===== config.mk =====
export PLATFORM = sky130hd
export DESIGN_NAME = sid_mixer_tdm_flat
export DESIGN_NICKNAME = d
export VERILOG_FILES = /design/src/rtl/sid_mixer_tdm_if.sv /design/src/rtl/sid_mixer_tdm.sv /design/src/flat_wrapper.sv
export SDC_FILE = /design/constraint.sdc
export NUM_CORES = 1
export LEC_CHECK = 0
export CAP_MARGIN = 20
export CORE_MARGIN = 4
export CORE_UTILIZATION = 30
export DETAILED_ROUTE_END_ITERATION = 8
export PLACE_DENSITY_LB_ADDON = 0.05
export SLEW_MARGIN = 25
export SYNTH_ARGS = -nofsm -noshare
export SYNTH_HDL_FRONTEND = slang
export SYNTH_SLANG_ARGS = --single-unit

===== constraint.sdc =====
create_clock -name CLK -period 11.99 [get_ports CLK]
set_input_delay 2.398 -clock CLK [delete_from_list [all_inputs] [get_ports CLK]]
set_output_delay 2.398 -clock CLK [all_outputs]
set_load 0.05 [all_outputs]

===== src/rtl/sid_mixer_tdm_if.sv =====
// Signal bundle between the SID voice/envelope/filter blocks and the
// time-multiplexed mixer.
interface sid_mixer_tdm_if #(
  parameter int NUM_VOICES = 3,
  parameter int VOICE_W    = 12,
  parameter int ENV_W      = 8,
  parameter int OUT_W      = 16
);
  logic                          START;
  logic [NUM_VOICES*VOICE_W-1:0] VOICES;
  logic [NUM_VOICES*ENV_W-1:0]   ENVS;
  logic [NUM_VOICES-1:0]         FILT;
  logic [2:0]                    MODE;
  logic [3:0]                    VOLUME;
  logic signed [OUT_W-1:0]       FILT_LP;
  logic signed [OUT_W-1:0]       FILT_BP;
  logic signed [OUT_W-1:0]       FILT_HP;
  logic signed [OUT_W-1:0]       PRE_FILTER;
  logic                          PRE_VALID;
  logic signed [OUT_W-1:0]       OUTPUT;
  logic                          OUT_VALID;
  logic                          BUSY;
  logic                          CLIP;

  modport master (
    output START, VOICES, ENVS, FILT, MODE, VOLUME, FILT_LP, FILT_BP, FILT_HP,
    input  PRE_FILTER, PRE_VALID, OUTPUT, OUT_VALID, BUSY, CLIP
  );

  modport slave (
    input  START, VOICES, ENVS, FILT, MODE, VOLUME, FILT_LP, FILT_BP, FILT_HP,
    output PRE_FILTER, PRE_VALID, OUTPUT, OUT_VALID, BUSY, CLIP
  );
endinterface


===== src/rtl/sid_mixer_tdm.sv =====
// Time-multiplexed SID voice mixer: one shared voice x envelope multiply per
// cycle, filter/bypass accumulation, filter-return merge, saturation, volume.
module sid_mixer_tdm #(
  parameter int NUM_VOICES = 3,
  parameter int VOICE_W    = 12,
  parameter int ENV_W      = 8,
  parameter int OUT_W      = 16,
  parameter int HEADROOM   = 3,
  parameter int FILTER_LAT = 1
) (
  input  logic          CLK,
  input  logic          RST,
  sid_mixer_tdm_if.slave bus
);
  localparam int PROD_W = VOICE_W + ENV_W + 1;
  localparam int SHIFT  = VOICE_W + ENV_W - OUT_W + HEADROOM;
  localparam int ACC_W  = OUT_W + $clog2(NUM_VOICES) + 2;
  localparam int SUM_W  = ACC_W + 2;
  localparam int IDX_W  = (NUM_VOICES > 1) ? $clog2(NUM_VOICES) : 1;
  localparam int WC_W   = $clog2(FILTER_LAT + 1);

  typedef enum logic [1:0] {S_IDLE, S_MAC, S_WAIT, S_VOL} state_t;

  function automatic logic signed [ACC_W-1:0] scale_q(input logic [VOICE_W-1:0] v,
                                                     input logic [ENV_W-1:0] e);
    logic signed [VOICE_W-1:0] s;
    logic signed [ENV_W:0]     es;
    logic signed [PROD_W-1:0]  p;
    logic signed [PROD_W-1:0]  sh;
    s  = {~v[VOICE_W-1], v[VOICE_W-2:0]};
    es = {1'b0, e};
    p  = s * es;
    sh = p >>> SHIFT;
    return ACC_W'(sh);
  endfunction

  function automatic logic signed [OUT_W-1:0] sat_out(input logic signed [SUM_W-1:0] x);
    logic signed [SUM_W-1:0] hi;
    logic signed [SUM_W-1:0] lo;
    hi = {{(SUM_W-OUT_W+1){1'b0}}, {(OUT_W-1){1'b1}}};
    lo = {{(SUM_W-OUT_W+1){1'b1}}, {(OUT_W-1){1'b0}}};
    if (x > hi)      return hi[OUT_W-1:0];
    else if (x < lo) return lo[OUT_W-1:0];
    else             return x[OUT_W-1:0];
  endfunction

  function automatic logic signed [OUT_W-1:0] apply_vol(input logic signed [OUT_W-1:0] x,
                                                       input logic [3:0] vol);
    logic signed [OUT_W+4:0] p;
    p = x * $signed({1'b0, vol});
    return OUT_W'(p >>> 4);
  endfunction

  state_t                        r_state, w_next;
  logic [NUM_VOICES*VOICE_W-1:0] r_voices;
  logic [NUM_VOICES*ENV_W-1:0]   r_envs;
  logic [NUM_VOICES-1:0]         r_filt;
  logic [2:0]                    r_mode;
  logic [3:0]                    r_volume;
  logic [IDX_W-1:0]              r_idx;
  logic [WC_W-1:0]               r_wcnt;
  logic signed [ACC_W-1:0]       r_acc_filt, r_acc_byp;
  logic signed [OUT_W-1:0]       r_clipped;
  logic                          r_clip_flag;
  logic signed [OUT_W-1:0]       r_pre_filter, r_output;
  logic                          r_pre_valid, r_out_valid, r_clip;

  logic                    w_start, w_mac_en, w_last, w_wait, w_sum_ld, w_vol_ld, w_busy;
  logic signed [ACC_W-1:0] w_q, w_acc_filt_nxt, w_acc_byp_nxt;
  logic signed [SUM_W-1:0] w_sum;
  logic signed [OUT_W-1:0] w_clipped;
  logic                    w_clip_flag;

  always_ff @(posedge CLK) begin
    if (RST) r_state <= S_IDLE;
    else     r_state <= w_next;
  end

  always_comb begin
    w_next = r_state;
    unique case (r_state)
      S_IDLE: if (bus.START) w_next = S_MAC;
      S_MAC:  if (r_idx == IDX_W'(NUM_VOICES - 1)) w_next = S_WAIT;
      S_WAIT: if (r_wcnt == WC_W'(FILTER_LAT - 1)) w_next = S_VOL;
      S_VOL:  w_next = S_IDLE;
      default: w_next = S_IDLE;
    endcase
  end

  always_comb begin
    w_start  = (r_state == S_IDLE) && bus.START;
    w_mac_en = (r_state == S_MAC);
    w_last   = w_mac_en && (r_idx == IDX_W'(NUM_VOICES - 1));
    w_wait   = (r_state == S_WAIT);
    w_sum_ld = w_wait && (r_wcnt == WC_W'(FILTER_LAT - 1));
    w_vol_ld = (r_state == S_VOL);
    w_busy   = (r_state != S_IDLE);
  end

  // p0: shared multiply and routing of the current voice
  always_comb begin
    w_q            = scale_q(r_voices[r_idx*VOICE_W +: VOICE_W], r_envs[r_idx*ENV_W +: ENV_W]);
    w_acc_filt_nxt = r_acc_filt;
    w_acc_byp_nxt  = r_acc_byp;
    if (r_filt[r_idx]) w_acc_filt_nxt = r_acc_filt + w_q;
    else               w_acc_byp_nxt  = r_acc_byp + w_q;
  end

  // p1: merge enabled filter returns with the bypass path
  always_comb begin
    w_sum = SUM_W'(r_acc_byp);
    if (r_mode[0]) w_sum = w_sum + SUM_W'(bus.FILT_LP);
    if (r_mode[1]) w_sum = w_sum + SUM_W'(bus.FILT_BP);
    if (r_mode[2]) w_sum = w_sum + SUM_W'(bus.FILT_HP);
    w_clipped   = sat_out(w_sum);
    w_clip_flag = (w_sum != SUM_W'(w_clipped));
  end

  always_ff @(posedge CLK) begin
    if (w_start) begin
      r_voices <= bus.VOICES;
      r_envs   <= bus.ENVS;
      r_filt   <= bus.FILT;
      r_mode   <= bus.MODE;
      r_volume <= bus.VOLUME;
    end
    if (w_sum_ld) begin
      r_clipped   <= w_clipped;
      r_clip_flag <= w_clip_flag;
    end
  end

  always_ff @(posedge CLK) begin
    if (RST) begin
      r_idx        <= '0;
      r_wcnt       <= '0;
      r_acc_filt   <= '0;
      r_acc_byp    <= '0;
      r_pre_filter <= '0;
      r_pre_valid  <= 1'b0;
      r_output     <= '0;
      r_out_valid  <= 1'b0;
      r_clip       <= 1'b0;
    end else begin
      r_pre_valid <= w_last;
      r_out_valid <= w_vol_ld;
      if (w_start) begin
        r_idx      <= '0;
        r_acc_filt <= '0;
        r_acc_byp  <= '0;
      end else if (w_mac_en) begin
        if (!w_last) r_idx <= r_idx + 1'b1;
        r_acc_filt <= w_acc_filt_nxt;
        r_acc_byp  <= w_acc_byp_nxt;
      end
      if (w_last) begin
        r_pre_filter <= sat_out(SUM_W'(w_acc_filt_nxt));
        r_wcnt       <= '0;
      end else if (w_wait) begin
        r_wcnt <= r_wcnt + 1'b1;
      end
      // p2: volume scaling of the saturated mix
      if (w_vol_ld) begin
        r_output <= apply_vol(r_clipped, r_volume);
        r_clip   <= r_clip_flag;
      end
    end
  end

  assign bus.PRE_FILTER = r_pre_filter;
  assign bus.PRE_VALID  = r_pre_valid;
  assign bus.OUTPUT     = r_output;
  assign bus.OUT_VALID  = r_out_valid;
  assign bus.BUSY       = w_busy;
  assign bus.CLIP       = r_clip;
endmodule


===== src/flat_wrapper.sv =====
// flat-port wrapper written by rule: the top's interface ports become plain ports
module sid_mixer_tdm_flat 
#(
  parameter int NUM_VOICES = 3,
  parameter int VOICE_W    = 12,
  parameter int ENV_W      = 8,
  parameter int OUT_W      = 16,
  parameter int HEADROOM   = 3,
  parameter int FILTER_LAT = 1
)
  (CLK, RST, bus_START, bus_VOICES, bus_ENVS, bus_FILT, bus_MODE, bus_VOLUME, bus_FILT_LP, bus_FILT_BP, bus_FILT_HP, bus_PRE_FILTER, bus_PRE_VALID, bus_OUTPUT, bus_OUT_VALID, bus_BUSY, bus_CLIP);
  sid_mixer_tdm_if #(.NUM_VOICES(NUM_VOICES), .VOICE_W(VOICE_W), .ENV_W(ENV_W), .OUT_W(OUT_W)) bus_i ();
  input  logic CLK;
  input  logic RST;
  input wire logic [$bits(bus_i.START)-1:0] bus_START;
  input wire logic [$bits(bus_i.VOICES)-1:0] bus_VOICES;
  input wire logic [$bits(bus_i.ENVS)-1:0] bus_ENVS;
  input wire logic [$bits(bus_i.FILT)-1:0] bus_FILT;
  input wire logic [$bits(bus_i.MODE)-1:0] bus_MODE;
  input wire logic [$bits(bus_i.VOLUME)-1:0] bus_VOLUME;
  input wire logic [$bits(bus_i.FILT_LP)-1:0] bus_FILT_LP;
  input wire logic [$bits(bus_i.FILT_BP)-1:0] bus_FILT_BP;
  input wire logic [$bits(bus_i.FILT_HP)-1:0] bus_FILT_HP;
  output wire logic [$bits(bus_i.PRE_FILTER)-1:0] bus_PRE_FILTER;
  output wire logic [$bits(bus_i.PRE_VALID)-1:0] bus_PRE_VALID;
  output wire logic [$bits(bus_i.OUTPUT)-1:0] bus_OUTPUT;
  output wire logic [$bits(bus_i.OUT_VALID)-1:0] bus_OUT_VALID;
  output wire logic [$bits(bus_i.BUSY)-1:0] bus_BUSY;
  output wire logic [$bits(bus_i.CLIP)-1:0] bus_CLIP;
  assign bus_i.START = bus_START;
  assign bus_i.VOICES = bus_VOICES;
  assign bus_i.ENVS = bus_ENVS;
  assign bus_i.FILT = bus_FILT;
  assign bus_i.MODE = bus_MODE;
  assign bus_i.VOLUME = bus_VOLUME;
  assign bus_i.FILT_LP = bus_FILT_LP;
  assign bus_i.FILT_BP = bus_FILT_BP;
  assign bus_i.FILT_HP = bus_FILT_HP;
  assign bus_PRE_FILTER = bus_i.PRE_FILTER;
  assign bus_PRE_VALID = bus_i.PRE_VALID;
  assign bus_OUTPUT = bus_i.OUTPUT;
  assign bus_OUT_VALID = bus_i.OUT_VALID;
  assign bus_BUSY = bus_i.BUSY;
  assign bus_CLIP = bus_i.CLIP;
  sid_mixer_tdm #(.NUM_VOICES(NUM_VOICES), .VOICE_W(VOICE_W), .ENV_W(ENV_W), .OUT_W(OUT_W), .HEADROOM(HEADROOM), .FILTER_LAT(FILTER_LAT)) u_core (.CLK(CLK), .RST(RST), .bus(bus_i));
endmodule

# Yosys cells after proc, flatten, opt, wreduce, memory -nomap -nowiden
# Index checks and enable logic that the tools add are counted.
op_classes:
  n_addsub: 7
  multipliers: 3
  n_lt_le_gt_ge: 5
  eq_ne: 8
  shifts: 2
  n_mux: 14
  bitwise_logic: 4
  reduce_logical: 10
op_table:
  columns: ["cell", "count"]
  rows:
  - ["two-way mux 22 bit", 3]
  - ["two-way mux 16 bit", 4]
  - ["adder 22 x 16 -> 22 bit", 2]
  - ["adder 20 x 14 -> 20 bit", 2]
  - ["variable part select 36 x 7 -> 12 bit", 1]
  - ["variable part select 24 x 6 -> 8 bit", 1]
  - ["greater-than comparator 22 x 16 -> 1 bit, second input constant", 1]
  - ["less-than comparator 22 x 16 -> 1 bit, second input constant", 1]
  - ["inequality test 22 x 16 -> 1 bit", 1]
  - ["adder 20 x 16 -> 21 bit", 1]
  - ["multiplier 12 x 9 -> 21 bit", 1]
  - ["greater-than comparator 20 x 16 -> 1 bit, second input constant", 1]
  - ["less-than comparator 20 x 16 -> 1 bit, second input constant", 1]
  - ["multiplier 16 x 5 -> 20 bit", 1]
  - ["two-way mux 20 bit", 1]
  - ["one-hot mux 2 bit (4 select lines)", 1]
  - ["== test 2 bit, second input constant", 3]
  - ["two-way mux 2 bit", 3]
  - ["inequality test 2 bit, second input constant", 3]
  - ["multiplier 2 x 2 -> 4 bit, second input constant", 1]
  - ["NOT 1 bit", 4]
  - ["AND reduction 2 bit", 2]
  - ["OR reduction 2 bit", 2]
  - ["logical AND 1 bit", 3]
  - ["9 further kinds", 9]
totals:
  regBits: 167
  input_bits: 121

# Depth between registers and ports, before layout
depth:
  word_depth: 10
  ltp_mapped: 38
  depth_no_buf: 35

# Least setup slack after synthesis
# No wires, ideal clock.
synth_path:
  kind: "reg-to-reg"
  start: "reg u_core.r_idx[1]"
  end: "reg u_core.r_pre_filter[10] (netlist: u_core.bus.PRE_FILTER[10])"
  setup_time_ns: 0.142
  t_arrival_ns: 8.177
  required_time_ns: 11.848
  path_slack_ns: 3.670
  path_stages_with_launch: 34
  path_buffers: 3
  period_less_slack_ns: 8.320
  cell_sequence: "dfxtp_1 > clkbuf_1 > and2b_1 > clkbuf_1 > nand2_1 > o21ai_1 > nand2b_1 > inv_1 > fa_1 > inv_1 > fa_1 > inv_1 > fa_1 > fa_1 > ha_1 > a21o_1 > a21o_1 > a221oi_1 > and3_1 > nor3_1 > nor2_1 > ha_1 > inv_1 > o21ai_1 > a21o_1 > or3_1 > o211ai_1 > nor2_1 > a211oi_1 > a211oi_1 > or4_1 > clkbuf_1 > nand3_1 > o211ai_1"
synth_via:
  elab_chain_cells: 9
  word_cells_on_any_way: 15
  classes_between: "1 x add/sub; 2 x mul; 2 x order compare; 1 x eq/ne; 2 x shift; 5 x mux; 1 x bitwise; 1 x reduce/logical"
synth_rtl:
  columns: ["item", "line", "rtl"]
  rows:
  - ["start, declared", "sid_mixer_tdm.sv:60", "logic [IDX_W-1:0] r_idx;"]
  - ["start signal, assigned", "sid_mixer_tdm.sv:152", "if (!w_last) r_idx <= r_idx + 1'b1;"]
  - ["multiplier 2 x 2 -> 4 bit", "sid_mixer_tdm.sv:102", "w_q = scale_q(r_voices[r_idx*VOICE_W +: VOICE_W], r_envs[r_idx*ENV_W +: ENV_W]);"]
  - ["variable part select 36 x 7 -> 12 bit", "sid_mixer_tdm.sv:102", null]
  - ["NOT 1 bit", "sid_mixer_tdm.sv:30", "s = {~v[VOICE_W-1], v[VOICE_W-2:0]};"]
  - ["multiplier 12 x 9 -> 21 bit", "sid_mixer_tdm.sv:32", "p = s * es;"]
  - ["adder 20 x 14 -> 20 bit", "sid_mixer_tdm.sv:105", "if (r_filt[r_idx]) w_acc_filt_nxt = r_acc_filt + w_q;"]
  - ["two-way mux 20 bit", "sid_mixer_tdm.sv:105", null]
  - ["less-than comparator 20 x 16 -> 1 bit", "sid_mixer_tdm.sv:43", "else if (x < lo) return lo[OUT_W-1:0];"]
  - ["two-way mux 16 bit", "sid_mixer_tdm.sv:43", null]
  - ["two-way mux 16 bit", "sid_mixer_tdm.sv:42", "if (x > hi) return hi[OUT_W-1:0];"]
  - ["end signal, assigned", "sid_mixer_tdm.sv:157", "r_pre_filter <= sat_out(SUM_W'(w_acc_filt_nxt));"]
  - ["end, declared", "sid_mixer_tdm.sv:65", "logic signed [OUT_W-1:0] r_pre_filter, r_output;"]
# Several ways; a longest one is shown, not always the timed one. The select of a mux whose other input is x is not followed.
# A chain may end at the register's enable or synchronous reset.

# Worst setup path after layout
layout_path:
  start: "reg u_core.r_idx[0]"
  end: "reg u_core.r_pre_filter[11] (netlist: u_core.bus.PRE_FILTER[11])"
# The elaborated chain is that of the path after synthesis.

==> metrics.txt <==
Post-Syn Area per Cell 8.788 sq um; Fin. Hold Viols 0; Yosys warnings 0; max-slew violation count 0; Clk Latency, worst-skew pair 0.47 ns; via count 14107; critical path type flop to flop; Peak Freq 104.8 MHz; Post-Syn Nets 2376; Initial Util 30.44%; largest net degree at the start of global routing 68; hpwl dp 40020 microns; Iteration-0 DRC Markers 531; type of origin of the critical path flop; die extent in x 247.7 microns; drt wl/cell 17.08 microns; hold-critical path endpoint u_core.bus.PRE_FILTER[3]$_SDFFE_PP0P_; Via density 4.926; Placer Congestion 0.8231; largest cells by area after synthesis edfxtp_1 (15%), ha_1 (13%), fa_1 (13%); slowest CP cell fa_1; hold path depth 2; r2r startpoint u_core.r_idx[0]$_SDFFE_PP0P_; CP max stage delay 0.73 ns; CTS Buf Count 17; unique cell type count in the Yosys netlist 89; endpoints failing setup 0; I/O Pins 157; unrepaired setup endpoints after global routing no; Fill cells 5989; DRT antenna net count 0; CP Data Arrival Time 9.92 ns; Synth top area share 15.16%; die area 0.06134 sq mm; initial antenna violation count 1; Nets 2510; hold crit path type flop to flop; sequential share of the synthesized area 24.45%; post-CTS sizing 0; setup_tns 0 ns; fin crit share 79.56%; Post-CTS Setup Bufs 0; status complete, no violations; Clock Tree Buf Depth 2; max cap viols 0; Layout Skew 0.01325 ns; fin util 35.77%; Chip Height 247.7 microns; Post-synth EDFFs 87; top_reg_cell synth edfxtp_1; Overflow after GRT 0; worst-path fanout max 33; area of the multi-input gates 0.01192 sq mm; min Tclk post-route 9.539 ns; Reg area 0.004214 sq mm; CTS tree built; Pre-antenna DRT Iters 5; headroom to the max-slew limit 36.93%; first-pass GRT wire length 77490 microns; HP Start u_core.bus.PRE_FILTER[3]$_SDFFE_PP0P_; # rows 87; Synth async-reset ratio 0%; register bit count reported by yosys 167; # DRC 0; CTS clock-pin slew for the worst setup and hold paths 0.08 ns; reg2reg end u_core.bus.PRE_FILTER[11]$_SDFFE_PP0P_; ant diodes 0; WL final 48910 microns; synthesized cell area 0.01723 sq mm; worst-margin pin slew 0.9460 ns; Syn Inst Count 1961; Total Routing Usage GR 16.18%; CTS Root Buffer Type clkbuf_16; flop2flop setup slack 2.45 ns; vias in the first global route 14242; CTS Hold Bufs 0; Area Growth Syn to Fin 17.50%; Core Region 0.05660 sq mm; Crit. End Element flop; R2R cell count 32; Clock Sinks 167; quantity of I/O buffers inserted on ports 156; CP required 12.38 ns; Synth area leader edfxtp_1; H-tree Lvls 4; ratio of cells with drive above 1 in the final layout 4.886%
sequential cells by signal, indices dropped and copies added (netlist names):
| register | flops |
|---|---|
| u_core.bus.PRE_FILTER | 16 |
| u_core.r_clipped | 16 |
| u_core.r_mode | 3 |
| u_core.r_envs | 24 |
| u_core.r_voices | 36 |
| u_core.r_wcnt | 1 |
| u_core.r_acc_byp | 20 |
| u_core.bus.CLIP | 1 |
| u_core.r_state | 2 |
| u_core.bus.OUT_VALID | 1 |
| u_core.r_filt | 3 |
| u_core.bus.OUTPUT | 16 |
| u_core.r_clip_flag | 1 |
| u_core.r_idx | 2 |
| u_core.r_volume | 4 |
| u_core.r_acc_filt | 20 |
| u_core.bus.PRE_VALID | 1 |
critical path: cells and delay by family (launching register included):
kind,cells,cell delay (ns)
AOI/OAI and AO/OA,12,3.37
adders and majority gates,6,2.85
and+or+nand+nor,8,2.06
buffers and inverters,6,0.83
DFF,1,0.30
per-stage QoR:
| stage | worst slack, ns | instance area, sq um | hold slack, ns | instances |
|---|---|---|---|---|
| 5_1_grt | 1.723 | 20250 | 0.4885 | 2864 |
| 3_5_place_dp | 2.176 | 19660 | 0.4476 | 2832 |
| 2_1_floorplan | 3.670 | 17230 | 0.4539 | 1961 |
| 3_3_place_gp | 2.176 | 19660 | 0.4489 | 2832 |
| 6_report | 2.451 | 20250 | 0.4561 | 2864 |
| 4_1_cts | 2.157 | 20250 | 0.4605 | 2864 |
worst max-delay path by stage:
stage                                       from                                endpoint  depth (start not counted)
floorplan           u_core.r_idx[1]$_SDFFE_PP0P_  u_core.bus.PRE_FILTER[10]$_SDFFE_PP0P_                         33
global placement                  bus_FILT_LP[0]           u_core.r_clipped[1]$_DFFE_PP_                         26
detailed placement  u_core.r_idx[0]$_SDFFE_PP0P_  u_core.bus.PRE_FILTER[11]$_SDFFE_PP0P_                         32
CTS                 u_core.r_idx[0]$_SDFFE_PP0P_  u_core.bus.PRE_FILTER[11]$_SDFFE_PP0P_                         32
global route        u_core.r_idx[0]$_SDFFE_PP0P_  u_core.bus.PRE_FILTER[11]$_SDFFE_PP0P_                         32
finish              u_core.r_idx[0]$_SDFFE_PP0P_  u_core.bus.PRE_FILTER[11]$_SDFFE_PP0P_                         32
metal layers:
| layer | wire [microns] | GRT usage (%) | vias up |
|---|---|---|---|
| li1 | - | - | 7091 |
| met1 | 22280 | 20.59 | 6820 |
| met2 | 24780 | 28.85 | 157 |
| met3 | 1132 | 2.528 | 39 |
| met4 | 716 | 3.733 | 0 |
| met5 | 0 | 0 | - |
synthesized netlist by cell type (16+ instances only):
cell	n
inv_1	236
nand2_1	185
ha_1	181
nor2_1	174
a21oi_1	125
fa_1	113
edfxtp_1	87
dfxtp_1	80
o21ai_0	59
xnor2_1	59
and2_1	55
a21o_1	48
mux2i_1	48
clkbuf_1	45
xor2_1	40
nor3_1	35
nand3_1	31
o21a_1	29
a211oi_1	25
o21ai_1	23
mux2_2	18
o211ai_1	18
nor2b_1	16
cells in the final DEF, fill, tap and decap left out, types with 55 or more instances in the layout:
master,synthesis,routed
clkdlybuf4s50_1,0,156
nand2_1,185,185
a21oi_1,125,124
xnor2_1,59,59
o21ai_0,59,59
edfxtp_1,87,87
nor2_1,174,173
inv_1,236,236
and2_1,55,55
fa_1,113,113
dfxtp_1,80,80
ha_1,181,181
logic make-up after synthesis:
logic type | Yosys count | share of synthesized area, %
compound gates | 460 | 17.98
xor+xnor | 99 | 5.032
fa+ha+maj | 294 | 26.27
buf+inv | 295 | 6.505
flops | 167 | 24.45
mux | 67 | 4.030
simple gates | 579 | 15.73
area by class of cell:
cell class                 instances  share of cell area (%)
clock inverter                    11                  0.4758
multi-input combinational       1499                   58.88
inverter                         237                   4.393
clock buffer                      21                   2.428
tap                              756                   4.672
timing repair buffer             173                   8.342
sequential                       167                   20.81
Power is not shown: default switching activity piles up to over one toggle a cycle in this logic, so the estimate is an artifact.
